## config.mk

```make
export PLATFORM = sky130hd
export DESIGN_NAME = mult_seq
export DESIGN_NICKNAME = d
export VERILOG_FILES = /design/src/rtl/mult_seq.sv
export SDC_FILE = /design/constraint.sdc
export NUM_CORES = 1
export LEC_CHECK = 0
export CORE_MARGIN = 1.5
export CORE_UTILIZATION = 45
export CTS_CLUSTER_SIZE = 12
export DETAILED_ROUTE_END_ITERATION = 10
export GPL_TIMING_DRIVEN = 0
export PLACE_DENSITY = 0.81
export SKIP_CTS_REPAIR_TIMING = 1
export SYNTH_ARGS = -nofsm -noshare
export SYNTH_HDL_FRONTEND = slang
export SYNTH_SLANG_ARGS = --single-unit
```

## constraint.sdc

```tcl
create_clock -name clk -period 15.4 [get_ports clk]
set_input_delay 2.31 -clock clk [delete_from_list [all_inputs] [get_ports clk]]
set_output_delay 2.31 -clock clk [all_outputs]
set_load 0.05 [all_outputs]
```

## src/rtl/mult_seq.sv

```systemverilog
// Iterative unsigned shift-and-add multiplier: one add-and-shift step per clock,
// driving a 32-bit ripple adder for the partial product.

module adder (
    input  logic [31:0] A,
    input  logic [31:0] B,
    input  logic        Cin,
    output logic [31:0] Sum,
    output logic        Cout
);
    logic [32:0] c;

    assign c[0] = Cin;

    for (genvar i = 0; i < 32; i++) begin : g_fa
        assign Sum[i]  = A[i] ^ B[i] ^ c[i];
        assign c[i+1]  = (A[i] & B[i]) | (c[i] & (A[i] ^ B[i]));
    end

    assign Cout = c[32];
endmodule

// state | meaning
// ------+-------------------------------------------------------------
// IDLE  | waiting for start; registers hold
// RUN   | one add/shift iteration per cycle, cnt counts 0..n-1
// DONE  | product freshly loaded, done asserted for this one cycle
module mult_seq #(
    parameter int n = 32
) (
    input  logic           clk,
    input  logic           rst_n,
    input  logic           start,
    input  logic [n-1:0]   a,
    input  logic [n-1:0]   b,
    output logic           busy,
    output logic           done,
    output logic [2*n-1:0] product
);
    localparam int CW = $clog2(n);

    typedef enum logic [1:0] {
        IDLE = 2'd0,
        RUN  = 2'd1,
        DONE = 2'd2
    } state_t;

    state_t         state;
    logic [n-1:0]   m;
    logic [2*n-1:0] p;
    logic [CW-1:0]  cnt;

    logic [n-1:0]   sum;
    logic           cout;
    logic [2*n-1:0] p_next;

    adder u_adder (
        .A    (p[2*n-1:n]),
        .B    (m),
        .Cin  (1'b0),
        .Sum  (sum),
        .Cout (cout)
    );

    // The adder carry lands in the top bit so the shifted result never overflows.
    always_comb begin
        p_next = {1'b0, p[2*n-1:1]};
        if (p[0])
            p_next = {cout, sum, p[n-1:1]};
    end

    always_ff @(posedge clk or negedge rst_n) begin
        if (!rst_n) begin
            state   <= IDLE;
            m       <= '0;
            p       <= '0;
            cnt     <= '0;
            product <= '0;
        end else begin
            case (state)
                IDLE: begin
                    if (start) begin
                        m     <= a;
                        p     <= {{n{1'b0}}, b};
                        cnt   <= '0;
                        state <= RUN;
                    end
                end
                RUN: begin
                    p   <= p_next;
                    cnt <= cnt + CW'(1);
                    if (cnt == CW'(n - 1)) begin
                        product <= p_next;
                        state   <= DONE;
                    end
                end
                DONE: begin
                    state <= IDLE;
                end
                default: begin
                    state <= IDLE;
                end
            endcase
        end
    end

    assign busy = (state == RUN);
    assign done = (state == DONE);
endmodule

```

==> qor.csv <==
metric;value;unit
worstSkewPairLatency;430;ps
layout-drive-gt1-share;17.08;%
clkTransAtPathRegs;60;ps
ys_types;30;
htree_levels;4;
core;16700;sq um
routabilityCongestion;0.7827;
cts_buffers;17;
grt_overflow;0;
dp_hpwl;12380;microns
clkSinkCount;167;
firstDrtPassIters;4;
slew_violations;0;
synth-seq-cells;167;
fmax;80.66;MHz
synth_top_area_share;53.88;%
maxSlewHeadroom;56.59;%
syn_avg_cell_area;11.93;sq um
crit_path_start_kind;flip-flop;
netlist_area;7756;sq um
row_count;47;
yosysWarnings;0;
synthCells;650;
power_leakage;4.368;nW
critPathArrivalTime;12680;ps
track_usage;20.53;%
worst_ir_drop_vdd;0.0001399;V
crit_family;adder cells;
hold_path_class;reg2reg;
drt-initial-drc-count;384;
worstPathMaxFanout;3;
tightest_slew;651.1;ps
area_delta_synth_final;28.50;%
wire_per_inst;16.91;microns
finClkSkew;19.72;ps
final_area;9967;sq um
rsz0062_at_grt;false;
diodes;0;
cts_root_buf;clkbuf_16;
setup_viol;0;
cpMaxStageDelayCell;fa_1;
grt_pass1_vias;5620;
grt_pass1_wl;28770;microns
preCtsSetupSlack;3052;ps
antenna_found_initial;0;
cp_common_cell;fa_1;
vias_per_cell;5.227;
nets;902;
drc;0;
pin_count;133;
critPathRequiredTime;15680;ps
final_antenna_net_count;0;
post-place-cells;1002;
fin_worst_hold_slack;482.3;ps
max-cap-violations;0;
setup_ws;3002;ps
powerDensity;250.6;nW/um^2
vias;5405;
die-area;18030;sq um
die_w;134.3;microns
yosys.area.top_type;dfrtp_1;
power;2.498;mW
critPathKind;reg2reg;
syn_nets;751;
die_h;134.3;microns
synth.top_cells.by_area;dfrtp_1 54%, fa_1 8.0%, mux2_2 7.0%;
layout_common_cells;167 x dfrtp_1, 130 x clkdlybuf4s50_1, 76 x nand2_1;
cts_buffer_depth;2;
critical_path_buf_inv_count;2;
layout.cells.non_filler;1034;
initial_core_util;46.44;%
tns;0;ps
port_buffers;131;
status;complete, no violations;
ys_seq_area_share;53.88;%
dpl-instance-area;9375;sq um
finalCriticalPeriod;12400;ps
cts_tree;built;
grt_max_degree;125;
finish.utilization;59.68;%
slowest_delay;420;ps
wl;17490;microns
period_share;80.51;%
cp-end-kind;flip-flop;
final_common_cell;dfrtp_1;
finalHoldViolCount;0;
## power by group
group | switching [mW] | internal (mW)
registers | 0.145 | 0.662
logic | 0.731 | 0.536
clock network | 0.172 | 0.252
## path summary, 6_finish.rpt
check | endpoint | startpoint | cells past startpoint | slack, ps
setup / recovery | p[62] | p[32] | 36 | 3000
hold / removal | cnt[3] | cnt[3] | 1 | 480
setup reg to reg | p[62] | p[32] | 36 | 3000
hold reg to reg | cnt[3] | cnt[3] | 1 | 480
max in group asynchronous | product[5] | rst_n | 2 | 12680
min in group asynchronous | m[14] | rst_n | 1 | 1760
## logic make-up (layout without fill, tap and decap cells)
group,Yosys count,in the layout,share of synthesized area (%)
AO/OA/AOI/OAI,173,173,12.34
flip-flops,167,167,53.88
buffers and inverters,101,265,6.227
multiplexers,90,90,14.37
AND/OR/NAND/NOR,85,85,4.694
adder cells (fa/ha/maj),34,34,8.485
## registers in the layout, summed over array words and instances, names as in the netlist
| signal | cells |
|---|---|
| m | 32 |
| state | 2 |
| cnt | 5 |
| p | 64 |
| product | 64 |
## cell type report
class | count | area [sq um]
Timing Repair Buffer | 132 | 1344
Sequential cell | 167 | 4179
Clock inverter | 10 | 117.6
Multi-Input combinational cell | 382 | 3094
Inverter | 57 | 214.0
Buffer | 44 | 269.0
Clock buffer | 22 | 474.2
Fill cell | 1383 | 6734
Tap cell | 220 | 275.3
## synthesized netlist by cell type
cell	n
a31oi_1	1
o21ai_1	1
and2_1	1
buf_12	3
nor2_8	1
a22o_1	2
nand2_1	76
buf_6	1
dfrtp_1	167
buf_2	14
nand2b_1	2
mux2_2	48
ha_1	3
and3_1	1
mux2_1	3
a221oi_1	1
mux2_4	30
nor2_1	2
o21bai_1	1
clkbuf_1	18
mux2i_1	9
buf_4	8
nand4_1	1
a21oi_1	32
inv_2	1
o21ai_0	74
fa_1	31
inv_1	56
nand3b_4	1
o22ai_1	61
## layer usage
layer,vias to the layer above,global-route usage [%],wire [microns]
met5,-,0,0
met4,0,6.750,327
met1,2693,27.90,7836
met3,25,5.518,871
met2,145,32.17,8451
li1,2542,-,-
Power figures use the tool's default switching activity.
